$ cat src/rtl/fetch_queue.sv
`default_nettype none
// ============================================================================
// Module      : fetch_queue
// Description : First-word-fall-through FIFO between the fetch and decode
//               stages.  It holds {PC, instruction} pairs, keeps the decode
//               stage fed while decode stalls, and discards its contents on
//               a redirect (Flush).  Compile-time option: define the macro
//               FETCH_QUEUE_NOP_EN to present addi x0,x0,0 (32'h00000013)
//               on InstrD while the queue is empty; otherwise InstrD is zero
//               when empty.
// Revision    : 1.0 - initial release
// ============================================================================
module fetch_queue #(
    parameter int WIDTH = 32,   // PC width
    parameter int DEPTH = 2     // entry count, power of two and >= 2
) (
    input  logic                     clk,
    input  logic                     rst,       // asynchronous, active low
    input  logic [WIDTH-1:0]         PCF,
    input  logic [31:0]              InstrF,
    input  logic                     InValid,
    output logic                     InReady,
    input  logic                     Stall,
    input  logic                     Flush,
    output logic [WIDTH-1:0]         PCD,
    output logic [31:0]              InstrD,
    output logic [WIDTH-1:0]         PCPlus4D,
    output logic                     ValidD,
    output logic [$clog2(DEPTH):0]   Count
);

    localparam int                 c_PTR_W   = $clog2(DEPTH);
    localparam logic [c_PTR_W:0]   c_FULL    = (c_PTR_W+1)'(DEPTH);
    localparam logic [c_PTR_W:0]   c_CNT_ONE = (c_PTR_W+1)'(1);
    localparam logic [c_PTR_W-1:0] c_PTR_ONE = c_PTR_W'(1);
    localparam logic [WIDTH-1:0]   c_PC_STEP = WIDTH'(4);
`ifdef FETCH_QUEUE_NOP_EN
    localparam logic [31:0]        c_IDLE_INSTR = 32'h0000_0013;
`else
    localparam logic [31:0]        c_IDLE_INSTR = 32'h0000_0000;
`endif

    // Storage is deliberately not reset; every read is masked by w_valid.
    logic [WIDTH-1:0]   r_pc_mem    [DEPTH];
    logic [31:0]        r_instr_mem [DEPTH];

    // Pointers are exactly log2(DEPTH) bits, so they wrap DEPTH-1 -> 0 on
    // their own.  Count carries the extra bit that tells full from empty.
    logic [c_PTR_W-1:0] r_wr_ptr;
    logic [c_PTR_W-1:0] r_rd_ptr;
    logic [c_PTR_W:0]   r_count;
    logic [c_PTR_W:0]   w_count_nxt;

    logic               w_valid;
    logic               w_ready;
    logic               w_push;
    logic               w_pop;
    logic [WIDTH-1:0]   w_head_pc;
    logic [31:0]        w_head_instr;

    assign w_valid      = (r_count != '0);
    assign w_ready      = (r_count != c_FULL);
    // Flush wins over both sides, so neither handshake fires during a redirect.
    assign w_push       = InValid && w_ready && !Flush;
    assign w_pop        = w_valid && !Stall && !Flush;
    assign w_head_pc    = r_pc_mem[r_rd_ptr];
    assign w_head_instr = r_instr_mem[r_rd_ptr];

    // Occupancy update: a simultaneous push and pop leaves it unchanged.
    always_comb begin
        w_count_nxt = r_count;
        case ({w_push, w_pop})
            2'b10:   w_count_nxt = r_count + c_CNT_ONE;
            2'b01:   w_count_nxt = r_count - c_CNT_ONE;
            default: w_count_nxt = r_count;
        endcase
    end

    // Pointer and occupancy registers; reset and flush both empty the queue.
    always_ff @(posedge clk or negedge rst) begin
        if (!rst) begin
            r_wr_ptr <= '0;
            r_rd_ptr <= '0;
            r_count  <= '0;
        end else if (Flush) begin
            r_wr_ptr <= '0;
            r_rd_ptr <= '0;
            r_count  <= '0;
        end else begin
            if (w_push) begin
                r_wr_ptr <= r_wr_ptr + c_PTR_ONE;
            end
            if (w_pop) begin
                r_rd_ptr <= r_rd_ptr + c_PTR_ONE;
            end
            r_count <= w_count_nxt;
        end
    end

    // Entry storage write on an accepted push.
    always_ff @(posedge clk) begin
        if (w_push) begin
            r_pc_mem[r_wr_ptr]    <= PCF;
            r_instr_mem[r_wr_ptr] <= InstrF;
        end
    end

    // Head presentation: outputs are masked so stale storage never leaks.
    assign ValidD   = w_valid;
    assign InReady  = w_ready;
    assign Count    = r_count;
    assign PCD      = w_valid ? w_head_pc : '0;
    assign PCPlus4D = w_valid ? (w_head_pc + c_PC_STEP) : '0;
    assign InstrD   = w_valid ? w_head_instr : c_IDLE_INSTR;

endmodule
`default_nettype wire

$ cat config.mk
export PLATFORM = sky130hd
export DESIGN_NAME = fetch_queue
export DESIGN_NICKNAME = d
export VERILOG_FILES = /design/src/rtl/fetch_queue.sv
export SDC_FILE = /design/constraint.sdc
export NUM_CORES = 1
export LEC_CHECK = 0
export ABC_AREA = 1
export CELL_PAD_IN_SITES_DETAIL_PLACEMENT = 0
export CELL_PAD_IN_SITES_GLOBAL_PLACEMENT = 1
export CORE_MARGIN = 5
export CORE_UTILIZATION = 33
export DETAILED_ROUTE_END_ITERATION = 12
export PLACE_DENSITY = 0.87
export SLEW_MARGIN = 20
export SYNTH_ARGS = -nofsm -noshare
export SYNTH_HDL_FRONTEND = slang
export SYNTH_SLANG_ARGS = --single-unit
export TNS_END_PERCENT = 50
$ cat constraint.sdc
create_clock -name clk -period 4.1 [get_ports clk]
set_input_delay 0.41 -clock clk [delete_from_list [all_inputs] [get_ports clk]]
set_output_delay 0.41 -clock clk [all_outputs]
set_load 0.02 [all_outputs]
; ---- Word-level counts from Yosys, hierarchy flattened
; Memory sizes are Yosys's and may differ from the RTL's.
; Cells that the tools add are included.
[classes]
add_sub_neg = 5
eq_ne = 3
mux = 11
reduce_logical = 10
[op_table]
columns = cell, n
row1 = 2-to-1 mux 32 bit, 3
row2 = adder 32 x 3 -> 32 bit (second input constant), 1
row3 = 2-to-1 mux 1 bit, 6
row4 = nonzero test 2 bit, 3
row5 = logical AND 1 bit, 4
row6 = case mux 2 bit (2 select lines), 1
row7 = nonzero test 3 bit, 1
row8 = adder 1 bit (second input constant), 2
row9 = adder 2 x 1 -> 2 bit (second input constant), 1
row10 = == test 2 x 1 -> 1 bit (second input constant), 1
row11 = == test 2 bit (second input constant), 1
row12 = zero test 1 bit, 2
row13 = 2-to-1 mux 2 bit, 1
row14 = != test 2 bit (second input constant), 1
row15 = subtractor 2 x 1 -> 2 bit (second input constant), 1
[word_totals]
regBits = 4
ramBits = 128
inputBits = 69
out_inout_bits = 100
wordCells = 34
mem_count = 2
[memory_table]
columns = name, words, word_bits, rd, rd_ports_with_merged_regs, wr, line_no
row1 = r_instr_mem, 2, 32, 1, 0, 1, 45  ; logic [31:0] r_instr_mem [DEPTH];
row2 = r_pc_mem, 2, 32, 1, 0, 1, 44  ; logic [WIDTH-1:0] r_pc_mem [DEPTH];

; ---- Longest topological paths before layout
; Gate-level depths: netlist of run 1.
[logic_depth]
depth_word = 6
mapped_depth = 15
mapped_depth_nobuf = 13

; ---- Worst setup path after synthesis of run 1
; OpenSTA, ideal clock, no wires.
[synth_path]
kind = register to register
start = reg r_count[0] (netlist: Count[0])
end = mem r_instr_mem[0][0] (enable)
setup_time_ns = 0.489
arrival_ns = 3.719
t_required_ns = 3.611
slack_ns = -0.107
stages_incl_launch_ff = 7
path_buffers = 0
period_less_slack_ns = 4.207
cell_sequence = dfrtp_1 -> inv_1 -> nand2_1 -> nand2_1 -> nor2_1 -> inv_1 -> nor2_1
[synth_between]
elab_chain_len = 5
[synth_rtl]
columns = item, line_no
row1 = start: declaration, 51  ; logic [c_PTR_W:0] r_count;
row2 = start signal: assignment, 96  ; r_count <= w_count_nxt;
row3 = != test 2 bit, 62  ; assign w_ready = (r_count != c_FULL);
row4 = net InReady, 22  ; output logic InReady,
row5 = logical AND 1 bit (2 in a row), 64  ; assign w_push = InValid && w_ready && !Flush;
row6 = 2-to-1 mux 1 bit, 102  ; if (w_push) begin
row7 = 2-to-1 mux 1 bit (not written as such), 104  ; r_instr_mem[r_wr_ptr] <= InstrF;
row8 = end: declaration, 45
; The timed path passes the listed nets, and every way through them passes these cells.

; ---- Worst setup path in the final report of run 1
[layout_path]
start = reg r_rd_ptr
end = out PCPlus4D[17]
[layout_between]
elab_chain_len = 3
[layout_rtl]
columns = item, line_no
row1 = start: declaration, 50  ; logic [c_PTR_W-1:0] r_rd_ptr;
row2 = start signal: assignment, 94  ; r_rd_ptr <= r_rd_ptr + c_PTR_ONE;
row3 = memory read (2 x 32 bit), -
row4 = adder 32 x 3 -> 32 bit, 113  ; assign PCPlus4D = w_valid ? (w_head_pc + c_PC_STEP) : '0;
row5 = 2-to-1 mux 32 bit, 113
row6 = end: declaration, 27  ; output logic [WIDTH-1:0] PCPlus4D,
; Every way passes these cells.

==> flow_summary.json, run 1 <==
{
  "relSlewSlack_pct": 43.8,
  "fmax_ghz": 0.265,
  "final_cell_count_no_fill": 1097,
  "avgSynthCellArea_sq_um": 9.63,
  "area_delta_synth_final_pct": 38.3,
  "fin_ws_ns": 0.320,
  "hold_buffers": 0,
  "crit_cells": 12,
  "die_y_microns": 149,
  "synth-compound-area-share_pct": 5.67,
  "dr.pass1.iters": 4,
  "wirelength_microns": 16800,
  "combPwrFrac_pct": 48.3,
  "p_switching_mw": 2.44,
  "critPathMostFrequentCell": "nand2_1",
  "worstSetupPathType": "register to primary output",
  "synthXorXnorAreaFrac_pct": 0.275,
  "overflow": 0,
  "cts.sinks": 132,
  "antennaDiodeCount": 0,
  "fin_crit_ns": 3.78,
  "clock_path_buffers": 2,
  "synth_area_sq_um": 6360,
  "fin_tns_setup_ns": 0,
  "clock_latency_ns": 0.41,
  "synth_cell_type_count": 29,
  "power_frac_clock_pct": 23.5,
  "finClkSkew_ns": 0.00955,
  "track_usage_pct": 15.2,
  "status": "completed",
  "crit_path_start_kind": "register",
  "final_cell_mix": "nand2_1 (217), clkdlybuf4s50_1 (168), edfxtp_1 (128)",
  "setup_viol": 0,
  "critPathCaptureType": "primary output",
  "row_count": 50,
  "antenna_found_initial": 0,
  "start_util_pct": 33.8,
  "path_max_fanout": 65,
  "worst_path_max_delay_cell": "dfrtp_2",
  "io_pins": 169,
  "synthTopCellsByArea": "edfxtp_1 (60%), nand2_1 (13%), inv_1 (4.4%), a21oi_1 (3.5%), nor2_1 (3.4%)",
  "cts.clk_slew.worst_paths_ns": 0.06,
  "seq_area_frac_synth_pct": 62.0,
  "p_leak_nw": 3.43,
  "path_cells": "inv_6 -> nand2_1 -> nand2_1 -> nand2_1 -> nor2_4 -> nand2_4 -> nor2_4 -> nand2_1 -> o21ai_0 -> nand2_1 -> inv_1 -> clkdlybuf4s50_1",
  "crit_buf_inv": 3,
  "p_sw_share_pct": 40.5,
  "critPathLaunch": "r_rd_ptr$_DFFE_PN0P_",
  "synth-seq-cells": 132,
  "syn_inst": 660,
  "cp.required_ns": 3.69,
  "dp_slack_ns": 0.727,
  "intPower_mw": 3.60,
  "synth_fa_ha_area_share_pct": 0.197,
  "r2r_cells": 7,
  "yosys_warnings": 0,
  "dp_cells": 1065,
  "netlist.area_leader.share_pct": 60.4,
  "grt_first_pass_wirelength_microns": 26200,
  "core_sq_um": 18800,
  "drive_gt1_share_pct": 9.68,
  "layout_commonest_cell": "nand2_1",
  "hold_viol": 0,
  "ant_nets": 0,
  "crit_family": "buffers and inverters",
  "syn-num-nets": 730,
  "drc": 0,
  "post-route-period-util_pct": 92.2,
  "num_vias": 4877,
  "dieArea_sq_um": 22100,
  "synth_top_family_by_area": "simple AND/OR/NAND/NOR gates",
  "grt_pass1_vias": 5024,
  "post-route-util_pct": 46.7,
  "final_nets": 894,
  "post_cts_buffers": 0,
  "synth-simple-area-share_pct": 24.1,
  "seq_power_share_pct": 28.2,
  "ir_drop_mv": 0.469,
  "power_density_nw_per_um2": 687,
  "crit_path_max_incr_delay_ns": 0.65,
  "synth_top_area_cell": "edfxtp_1",
  "dp_hpwl_microns": 11600,
  "htreeDepth": 4,
  "maxCapViolations": 0,
  "portBuffers": 168,
  "synthMuxAreaShare_pct": 0,
  "dieWidth_microns": 149,
  "reg2reg_from": "Count[0]$_DFFE_PN0P_",
  "hp-class": "input pin to asynchronous set/reset pin",
  "clock-root-buffer": "clkbuf_16",
  "cts_tree": "done",
  "drtIter0Drc": 229,
  "tightest_slew_ns": 0.842,
  "arrival_ns": 3.37,
  "cts-resized-gates": 0,
  "slew_viol_final": 0,
  "globalplace.congestion": 0.830,
  "grt_start_max_net_pins": 78,
  "via_per_inst": 4.45,
  "wl_per_cell_microns": 15.3,
  "rsz0062_at_grt": "no",
  "cts_buffers": 17
}
-- power by group through the flow --
| stage | combinational, mW | sequential [mW] | clock [mW] |
|---|---|---|---|
| after floorplan | 1.69 | 1.70 | 0 |
| after global placement | 2.95 | 1.73 | 0 |
| after detailed placement | 2.95 | 1.73 | 0 |
| after CTS | 2.96 | 1.70 | 1.45 |
| after global routing | 3.18 | 1.72 | 1.51 |
| final | 2.92 | 1.70 | 1.42 |
-- per-stage QoR --
stage                     area (sq um)  power [mW]  hold WS (ns)
final                             8790        6.04         0.214
after global routing              8790        6.40         0.232
after CTS                         8790        6.12         0.207
after detailed placement          8240        4.68         0.645
after global placement            8240        4.67         0.630
after floorplan                   6360        3.39         0.114
-- layer usage --
layer | global-route usage (%) | part of all wire, %
met1 | 18.9 | 44
met2 | 24.7 | 46
met3 | 5.14 | 8.5
met4 | 5.45 | 1.6
met5 | 0 | 0
-- flip-flops by register name, summed over array words and instances, names as in the netlist --
| signal | flops |
|---|---|
| r_rd_ptr | 1 |
| r_wr_ptr | 1 |
| r_instr_mem | 64 |
| Count | 2 |
| r_pc_mem | 64 |
-- final timing paths --
kind,to,slack (ns)
setup / recovery,PCPlus4D[17],0.32
hold / removal,Count[0]$_DFFE_PN0P_,0.21
setup reg to reg,r_instr_mem[1][30]$_DFFE_PP_,1.91
hold reg to reg,r_wr_ptr$_DFFE_PN0P_,0.65
max in group asynchronous,r_rd_ptr$_DFFE_PN0P_,3.68
min in group clk,r_instr_mem[0][6]$_DFFE_PP_,0.58
-- cells in the mapped netlist --
cell type  count
inv_1         74
nor2_1        58
buf_12         1
inv_6          1
nand2_2       17
clkbuf_1      14
a21oi_1       45
o21ai_1       11
buf_6          8
buf_4          3
o21bai_1       1
nand3_1       25
buf_1          2
and2_2         1
nor2_2        10
edfxtp_1     128
or2_1          1
and2_1         1
xor2_1         2
nand2_1      217
buf_8          1
o211ai_1       3
dfrtp_1        4
nor2_4         6
nand4_1       10
ha_1           1
nand2_4        3
nand3_2        2
o21ai_0       10
-- cell families (layout without fill, tap and decap cells) --
family	count (synthesis)	after routing
flip-flops	132	132
AND/OR/NAND/NOR	351	351
buffers and inverters	104	281
AO/OA/AOI/OAI	70	70
adder cells (fa/ha/maj)	1	1
XOR/XNOR	2	2
-- area by class of cell --
type	count	area (sq um)
inverters	75	287
clock buffers	18	429
fillers	1809	10000
clock inverters	14	126
multi-input cells	424	1940
well taps	260	325
repair buffers	174	1740
flip-flops and latches	132	3950
(Power assumes the default switching activity.)
==> inputs of run 2 (changes only) <==
Settings changed: GPL_ROUTABILITY_DRIVEN set to 0.
==> results of run 2 <==
Final layout, timing and power as in run 1 (identical DEF).
==> RTL edit (flow settings as in run 2) <==
Make the reset (`rst`) synchronous in one clocked block. Comments in the files are not updated.
--- a/src/rtl/fetch_queue.sv
+++ b/src/rtl/fetch_queue.sv
@@ -78,5 +78,5 @@
 
     // Pointer and occupancy registers; reset and flush both empty the queue.
-    always_ff @(posedge clk or negedge rst) begin
+    always_ff @(posedge clk) begin
         if (!rst) begin
             r_wr_ptr <= '0;
Behaviour: differs if rst is asserted again (counterexample within 4 cycles, from zero or initial values and one cycle with rst low); with rst held inactive, the same outputs for 10 cycles.
==> RTL edit against run 2 <==
Setup slack better by 0.21 ns. Sequential cell count up 1. Fmax up 5.8%. Cell area down 1.3%. Die area down 2.5%. Synthesized area down 2.6%. Hold slack better by 0.28 ns. Non-clock buffer count up 5. Cell count down 2.1%. Routed wire length down 2.5%. Highest routed layer is now met5. Global-route usage about the same. Largest cell class unchanged.
Power is not compared: it rests on default switching activity, and its combinational part moved more than twofold at a synthesized area within 25%.
==> RTL edit: results (changes against run 2) <==
** Synth
- The average cell area after synthesis was 9.45 um^2 (was 9.63 um^2).
- The share of synthesized registers carrying an async set or reset was 0% (was 3.03%).
- Top post-synthesis cells by count :: sky130_fd_sc_hd__nand2_1, sky130_fd_sc_hd__edfxtp_1, sky130_fd_sc_hd__nor2_1 (was sky130_fd_sc_hd__nand2_1, sky130_fd_sc_hd__edfxtp_1, sky130_fd_sc_hd__inv_1)
- Cell types with the largest area share after synthesis: sky130_fd_sc_hd__edfxtp_1, sky130_fd_sc_hd__nand2_1, sky130_fd_sc_hd__a21oi_1 (was sky130_fd_sc_hd__edfxtp_1, sky130_fd_sc_hd__nand2_1, sky130_fd_sc_hd__inv_1).
- The synthesized netlist net count was 726 (was 730).

** Routing
- The via count of the routed design came to 4,887 (was 4,877).
- The highest routed metal layer is met5 (was met4).
- The average wire per standard cell is 15.2 um (was 15.3 um).
- M1 wire length :: 6740 um (was 7420 um)
- Count of TritonRoute iterations in the first routing pass :: 5 (was 4)
- Wire length on met2 :: 8090 um (was 7650 um)
- The met3 routed wirelength was 1270 um (was 1420 um).
- The number of DRC markers in iteration 0 came to 245 (was 229).

** Cells and area
- The share of post-route cells with drive strength above 1 came to 8.21% (was 9.68%).
- The final cell count without fillers was 1,074 (was 1,097).
- Number of nets in the layout :: 899 (was 894)
- The antenna cell count was 0 (unchanged).

** Setup path
- Worst path arrival time :: 3.16 ns (was 3.37 ns)
- The critical-path cell with the highest stage delay was sky130_fd_sc_hd__clkdlybuf4s50_1 (was sky130_fd_sc_hd__dfrtp_2).
- Max Fanout on Critical Path :: 30 (was 65)
- The worst stage delay on the critical path came to 0.59 ns (was 0.65 ns).

** Global routing
- The maximum number of pins on one net before global-route repair was 46 (was 78).
- The global-route wire length before repair was 26,100 um (was 26,200 um).
- The overall fraction of global-route tracks in use came to 15.2% (about the same).
- The number of global-route vias before repair was 5,032 (was 5,024).
- The initial antenna violation count was 5 (was 0).

** Clock tree
- The maximum clock insertion buffer count was 2 (unchanged).
- The worst-skew pair later-pin latency came to 0.39 ns (was 0.41 ns).

** Outcome
- Status :: finished clean (unchanged)

** Place
- The sum of net half-perimeters after detailed placement was 12,100 um (was 11,600 um).
- The number of placed instances with taps included came to 1,043 (was 1,065).
- Post-Place Worst Slack :: 0.874 ns (was 0.727 ns)
- The standard cell area after detailed placement was 8150 um^2 (was 8240 um^2).

** Hold path
- The class of the tightest hold or removal check was reg -> reg (was in -> async).

** STA
- The transition time at the pin with the least slew margin came to 0.832 ns (was 0.842 ns).
- Clock tree skew after final layout :: 0.00523 ns (was 0.00955 ns)
## RTL edit: cell type report
cell class / count / area (um^2)
multi-input combinational: 433 / 1890
sequential: 133 / 3950
inverter: 64 / 240
clock inverter: 11 / 87.6
clock buffer: 20 / 437
tap: 234 / 293
timing repair buffer: 179 / 1790
fill: 1682 / 9900
## RTL edit: worst paths after layout
path | start | end | slack, ns | depth (start not counted)
worst min register to register | r_rd_ptr | r_rd_ptr | 0.49 | 2
worst max register to register | Count[0] | r_pc_mem[1][11] | 1.86 | 5
worst min-delay path | r_rd_ptr | r_rd_ptr | 0.49 | 2
worst max-delay path | register | PCPlus4D[30] | 0.53 | 13
## RTL edit: kinds of logic (layout without fill, tap and decap cells)
kind of cell / Yosys count / after routing / share of synthesized area (%)
buf+inv: 89 / 274 / 6.18
fa+ha+maj: 2 / 2 / 0.404
compound gates: 70 / 70 / 5.74
simple gates: 361 / 361 / 24.0
flops: 133 / 133 / 63.7
## RTL edit: worst reg2reg max path: stages, from the launching register on
cell and delay (ns):
sky130_fd_sc_hd__dfxtp_1 0.46, sky130_fd_sc_hd__nor2_1 0.08, sky130_fd_sc_hd__inv_1 0.07, sky130_fd_sc_hd__nand3_1 0.23, sky130_fd_sc_hd__nor2_4 0.72, sky130_fd_sc_hd__buf_4 0.36
## RTL edit: power by group
part | switching [mW] | total [mW] | internal [mW]
registers | 0.00992 | 1.54 | 1.53
logic | 0.161 | 0.295 | 0.134
clock network | 0.521 | 1.34 | 0.820
## RTL edit: metal layers
metal | global-route usage [%] | vias to the layer above
met1 | 18.4 | 2226
met3 | 5.34 | 23
met5 | 0 | -
met4 | 4.01 | 10
li1 | - | 2472
met2 | 25.8 | 156
